## config.mk

```make
export PLATFORM = sky130hd
export DESIGN_NAME = clock_set_ctrl
export DESIGN_NICKNAME = d
export VERILOG_FILES = /design/src/rtl/clock_set_ctrl.sv
export SDC_FILE = /design/constraint.sdc
export NUM_CORES = 1
export LEC_CHECK = 0
export ABC_AREA = 1
export CAP_MARGIN = 10
export CORE_UTILIZATION = 50
export DETAILED_ROUTE_END_ITERATION = 6
export DONT_BUFFER_PORTS = 1
export GPL_TIMING_DRIVEN = 0
export HOLD_SLACK_MARGIN = 0.02
export REMOVE_ABC_BUFFERS = 1
export SYNTH_ARGS = -nofsm -noshare
export SYNTH_HDL_FRONTEND = slang
export SYNTH_SLANG_ARGS = --single-unit
```

## constraint.sdc

```tcl
create_clock -name clk -period 2.25 [get_ports clk]
set_input_delay 0.225 -clock clk [delete_from_list [all_inputs] [get_ports clk]]
set_output_delay 0.225 -clock clk [all_outputs]
set_load 0.05 [all_outputs]
```

## src/rtl/clock_set_ctrl.sv

```systemverilog
// mm:ss time-keeping and time-setting controller for the display path.
// Optional build macro: CLOCK_SET_AUTO_REPEAT_EN (hold-to-repeat on btn_inc).
//
// Ports:
//   clk        system clock, rising edge
//   RESET      synchronous reset, active-high
//   tick_sec   1 Hz single-cycle enable
//   tick_blink blink-rate single-cycle enable
//   btn_mode   mode button level (debounced, synchronized)
//   btn_inc    increment button level
//   btn_clr    clear button level
//   digit_out  {min_tens, min_ones, sec_tens, sec_ones} BCD
//   blank_mask per-digit blank, bit3 = min_tens
//   mode       00 RUN, 01 SET_MIN, 10 SET_SEC
//   hour_co    one-cycle pulse on 59:59 -> 00:00 in RUN
module clock_set_ctrl #(
  parameter int HOLD_TICKS = 8
) (
  input  logic        clk,
  input  logic        RESET,
  input  logic        tick_sec,
  input  logic        tick_blink,
  input  logic        btn_mode,
  input  logic        btn_inc,
  input  logic        btn_clr,
  output logic [15:0] digit_out,
  output logic [3:0]  blank_mask,
  output logic [1:0]  mode,
  output logic        hour_co
);

  typedef enum logic [1:0] {
    RUN     = 2'b00,
    SET_MIN = 2'b01,
    SET_SEC = 2'b10
  } mode_e;

  mode_e       state_q, state_d;
  logic [7:0]  min_q, min_d;
  logic [7:0]  sec_q, sec_d;
  logic        hco_q, hco_d;
  logic        blink_q, blink_d;
  logic [3:0]  blank_q, blank_d;

  logic        mode_prev_q;
  logic        inc_prev_q;
  logic        clr_prev_q;
  logic        mode_ed;
  logic        inc_ed;
  logic        clr_ed;
  logic        rep;
  logic        inc_go;

  assign mode_ed = btn_mode & ~mode_prev_q;
  assign inc_ed  = btn_inc  & ~inc_prev_q;
  assign clr_ed  = btn_clr  & ~clr_prev_q;
  assign inc_go  = inc_ed | rep;

  // BCD increment, wrapping 59 -> 00.
  function automatic logic [7:0] bcd_inc(
    input logic [7:0] v
  );
    logic [7:0] r;
    if (v == 8'h59) begin
      r = 8'h00;
    end else if (v[3:0] == 4'd9) begin
      r = {v[7:4] + 4'd1, 4'd0};
    end else begin
      r = {v[7:4], v[3:0] + 4'd1};
    end
    return r;
  endfunction

`ifdef CLOCK_SET_AUTO_REPEAT_EN
  localparam int HW = $clog2(HOLD_TICKS + 1);

  logic [HW-1:0] hold_q, hold_d;

  always_comb begin
    hold_d = hold_q;
    rep    = 1'b0;
    if (mode_ed || state_q == RUN || !btn_inc) begin
      hold_d = '0;
    end else if (tick_blink) begin
      // Counter saturates at HOLD_TICKS; each
      // further tick is one repeat increment.
      if (hold_q == HW'(HOLD_TICKS)) begin
        rep = 1'b1;
      end else begin
        hold_d = hold_q + HW'(1);
      end
    end
  end

  always_ff @(posedge clk) begin
    if (RESET) begin
      hold_q <= '0;
    end else begin
      hold_q <= hold_d;
    end
  end
`else
  logic unused_hold;
  assign unused_hold = ^HOLD_TICKS;
  assign rep = 1'b0;
`endif

  always_comb begin
    state_d = state_q;
    min_d   = min_q;
    sec_d   = sec_q;
    hco_d   = 1'b0;
    blink_d = blink_q;
    blank_d = 4'b0000;

    if (mode_ed) begin
      // Mode change swallows any inc/clr edge
      // and restarts the blink phase visible.
      blink_d = 1'b0;
      unique case (state_q)
        RUN:     state_d = SET_MIN;
        SET_MIN: state_d = SET_SEC;
        default: state_d = RUN;
      endcase
    end else begin
      unique case (state_q)
        RUN: begin
          blink_d = 1'b0;
          if (clr_ed) begin
            min_d = 8'h00;
            sec_d = 8'h00;
          end else if (tick_sec) begin
            sec_d = bcd_inc(sec_q);
            if (sec_q == 8'h59) begin
              min_d = bcd_inc(min_q);
              hco_d = (min_q == 8'h59);
            end
          end
        end
        SET_MIN: begin
          if (tick_blink) blink_d = ~blink_q;
          if (clr_ed) begin
            min_d = 8'h00;
          end else if (inc_go) begin
            min_d = bcd_inc(min_q);
          end
        end
        SET_SEC: begin
          if (tick_blink) blink_d = ~blink_q;
          if (clr_ed) begin
            sec_d = 8'h00;
          end else if (inc_go) begin
            sec_d = bcd_inc(sec_q);
          end
        end
        default: begin
          state_d = RUN;
          blink_d = 1'b0;
        end
      endcase
    end

    if (blink_d) begin
      if (state_d == SET_MIN) blank_d = 4'b1100;
      if (state_d == SET_SEC) blank_d = 4'b0011;
    end
  end

  always_ff @(posedge clk) begin
    // Prev levels track the buttons even in reset
    // so a button held across reset gives no edge.
    mode_prev_q <= btn_mode;
    inc_prev_q  <= btn_inc;
    clr_prev_q  <= btn_clr;
    if (RESET) begin
      state_q <= RUN;
      min_q   <= 8'h00;
      sec_q   <= 8'h00;
      hco_q   <= 1'b0;
      blink_q <= 1'b0;
      blank_q <= 4'b0000;
    end else begin
      state_q <= state_d;
      min_q   <= min_d;
      sec_q   <= sec_d;
      hco_q   <= hco_d;
      blink_q <= blink_d;
      blank_q <= blank_d;
    end
  end

  assign digit_out  = {min_q, sec_q};
  assign blank_mask = blank_q;
  assign mode       = state_q;
  assign hour_co    = hco_q;

endmodule

```

==> flow_results.org <==
** GRT
- Via count of the first global-routing pass :: 1131
- Total congestion overflow :: 0
- For this run, the total global-route usage over all layers was measured as 0.183.
- Largest net degree at the start of global routing :: 14
- First-pass GRT wire length :: 4710 um
- Number of antenna violations at the first check in global routing :: 0

** Setup path
- STA puts the critical path data required time at 2460 ps.
- Data on the critical path arrives at its endpoint at 2210 ps.
- STA classifies the critical path startpoint as a flip-flop.
- By startpoint and endpoint, the worst setup path is classified as flip-flop to flip-flop.
- For this run, the slowest stage of the critical path takes 760 ps.
- Of all nets on the critical path, the largest fanout is 7.
- STA classifies the critical path endpoint as a flip-flop.
- Family of cells with the greatest summed delay on the critical path :: flip-flops
- Slowest library cell on the worst path :: dfxtp_1
- The number of buffers and inverters on the critical path is 0.
- Cell breakdown of the critical path :: ha_1 > nand2_1 > nor2_4 > nand2_2 > nand3_2 > nand2_2 > o21ai_0 > nor2_1
- Most used cell along the critical path :: nand2_2

** STA
- Transition at the pin with the smallest max-transition slack :: 938 ps
- Post-route setup TNS :: 0 ps
- The final-report max-slew violation count is 0.
- The worst pin sits at a relative slew slack of 0.374.
- The final hold violation count came to 0.
- Setup-violating endpoint count in the final report :: 0
- RSZ-0062 raised after global routing :: false
- The worst path needs 2010 ps of the cycle, external delays included.
- Upper clock frequency limit :: 499 MHz
- On the final layout, the worst clock skew is 5.80 ps.
- Final Cycle Share :: 0.891

** Cells and area
- Across the whole layout, storage elements account for 503 sq um.
- Summing all multi-input logic gate instances after layout gives 847 sq um.
- Final layout net count :: 231
- Compared with the post-synthesis result, the final layout area differs by 5.21%.
- Commonest non-fill, non-tap cells in the layout :: 41 x nand2_1, 31 x nor2_1, 28 x inv_1
- Commonest non-fill, non-tap cell in the layout :: nand2_1
- Counting the fill cells in the layout gives 266.
- Fraction of final layout cells with drive strength greater than 1 :: 0.100
- Total inserted antenna cells :: 0

** Yosys
- A synthesized cell averages 7.23 sq um.
- By area the synthesized netlist is led by dfxtp_1 34%, ha_1 11%, nand2_1 10%.
- Of the post-synthesis cell area, the dominant cell type holds 0.336.
- The cell area that synthesis handed to floorplanning was 0.00149 sq mm.
- After synthesis the netlist holds a flip-flop and latch count of 25.
- Portion of the post-synthesis area used by sequential elements :: 0.336
- Of the total synthesized cell area, the portion taken by full adders, half adders and majority gates is 0.109.
- Cell taking the most area after synthesis :: dfxtp_1
- Largest family of logic cells by synthesized area :: simple AND/OR/NAND/NOR gates
- Synthesis produced 206 cells.
- Yosys printed 0 warnings.
- The complex-gate fraction of the synthesized area came to 0.0605.
- Of the total synthesized cell area, the portion taken by XOR and XNOR cells is 0.0294.
- After synthesis, the netlist uses 29 different library cells.
- Simple logic cell fraction of the synthesized area :: 0.369
- The portion of synthesized area spent on multiplexers is 0.

** Pwr
- Of the total power, the clock network draws 0.230.
- Of the total power, combinational logic draws 0.150.
- Power dissipated by switching net loads :: 0.274 mW
- VDD sags by at most 0.000518 V.
- Total power :: 0.850 mW
- For this design the static power due to leakage is 0.703 nW.
- The internal power of the cells totals 0.575 mW.
- Fraction of power spent switching nets :: 0.323
- Of the total power, registers draw 0.620.
- Cell Pwr Density :: 542 mW/mm^2

** Clock network
- The later pin in the worst-skew pair is clocked with a latency of 310 ps.
- Clock-pin slew was measured on the worst setup and hold paths at 130 ps.
- Clock buffer count from CTS :: 3
- The clock net in this run drives a total of 25 sinks.
- No sink is reached through more buffers than the 2 on the longest clock path.
- In this run the clock root is driven by a clkbuf_4.
- Clock tree from TritonCTS :: yes
- H-tree lvl count :: 1

** Placement
- Summed over all nets, the half-perimeter wirelength after detailed placement is 2070 um.
- In this run the tool buffered the top-level ports with 0 buffer cells.
- Routability cong. :: 0.771

** Drt
- Summed over all layers, the routed wires come to 2690 um.
- After the first detailed-routing iteration, the DRC count stood at 34.
- Antenna-violating nets left :: 0
- In the final routed layout, each cell accounts on average for 11.2 um.
- Number of vias after detailed routing :: 1247
- Number of vias per cell :: 5.17
- The first detailed-routing pass took 4 iterations.
- Number of design rule violations left after detail routing :: 0

** Status
- Outcome :: complete, no violations

** Floorplanning
- Die H :: 56.6 um
- I/O pins :: 30
- Area of the die :: 0.00320 sq mm
- For this configuration, the core starts out at a cell density of 0.536.
- After floorplanning, the core was divided into 19 placement rows.
- Chip Width :: 56.6 um
- The core region is 0.00278 sq mm.

** Worst hold path
- In this run the worst hold path is classified as input port to flip-flop.

** Flow run
- Max-cap viol count :: 0
layout make-up:
type	count	area share
Clock buffer	4	0.0168
Inverter	30	0.0718
Multi-Input combinational cell	147	0.540
Sequential cell	25	0.321
Tap cell	31	0.0247
Timing Repair Buffer	4	0.0255
synthesized netlist by cell type, drive strengths merged:
cell type / number
xnor2: 1
nor3b: 1
nor3: 2
xor2: 4
o21ai: 5
ha: 13
nand4: 5
nand2: 44
a21oi: 10
nand3b: 1
nor4: 1
dfxtp: 25
or2: 3
nand3: 22
nor2: 35
clkbuf: 1
buf: 3
inv: 30
sequential cells by signal, indices dropped and copies added, names as in the netlist:
signal	flops
mode_prev_q	1
min_q	8
inc_prev_q	1
sec_q	8
blink_q	1
blank_mask	2
hour_co	1
mode	2
clr_prev_q	1
power by group through the flow:
stage / logic (mW) / registers, mW / clock network (mW)
2_1_floorplan: 0.101 / 0.532 / 0
3_3_place_gp: 0.116 / 0.536 / 0
3_5_place_dp: 0.121 / 0.537 / 0
4_1_cts: 0.130 / 0.527 / 0.211
5_1_grt: 0.150 / 0.531 / 0.227
6_report: 0.128 / 0.527 / 0.195
logic make-up after synthesis:
kind of cell | after synthesis
xor gates and xnor gates | 5
adders and majority gates | 13
buffers and inverters | 34
DFF | 25
AOI/OAI and AO/OA | 15
and+or+nand+nor | 114
layer usage:
metal / part of all wire / GRT usage
met5: 0 / 0
met3: 0.046 / 0.0369
met4: 0.016 / 0.0732
met1: 0.45 / 0.226
met2: 0.49 / 0.311
per-stage QoR:
| step | worst slack [ps] | hold slack, ps | utilization | cells | area (sq um) |
|---|---|---|---|---|---|
| 2_1_floorplan | 361 | 253 | - | 202 | 1460 |
| 3_3_place_gp | 221 | 253 | 0.539 | 233 | 1500 |
| 3_5_place_dp | 159 | 253 | 0.539 | 233 | 1500 |
| 4_1_cts | 123 | 43.6 | 0.563 | 241 | 1570 |
| 5_1_grt | 79.0 | 46.3 | 0.564 | 241 | 1570 |
| 6_report | 245 | 55.0 | 0.564 | 241 | 1570 |
final timing paths:
path	startpoint	to	slack, ps	cells after the start
min reg2reg	blink_q	blink_q	600	3
max	sec_q[0]	min_q[1]	240	8
max reg2reg	sec_q[0]	min_q[1]	240	8
min	tick_sec	hour_co	50	2
timing repair:
action,CTS,global route
hold endpoints to repair,14,0
gates resized for setup,0,2
buffers inserted,0,0
endpoints found under the setup margin,0,2
hold buffers,4,0
Note: power is estimated with default switching activity, not from simulation.
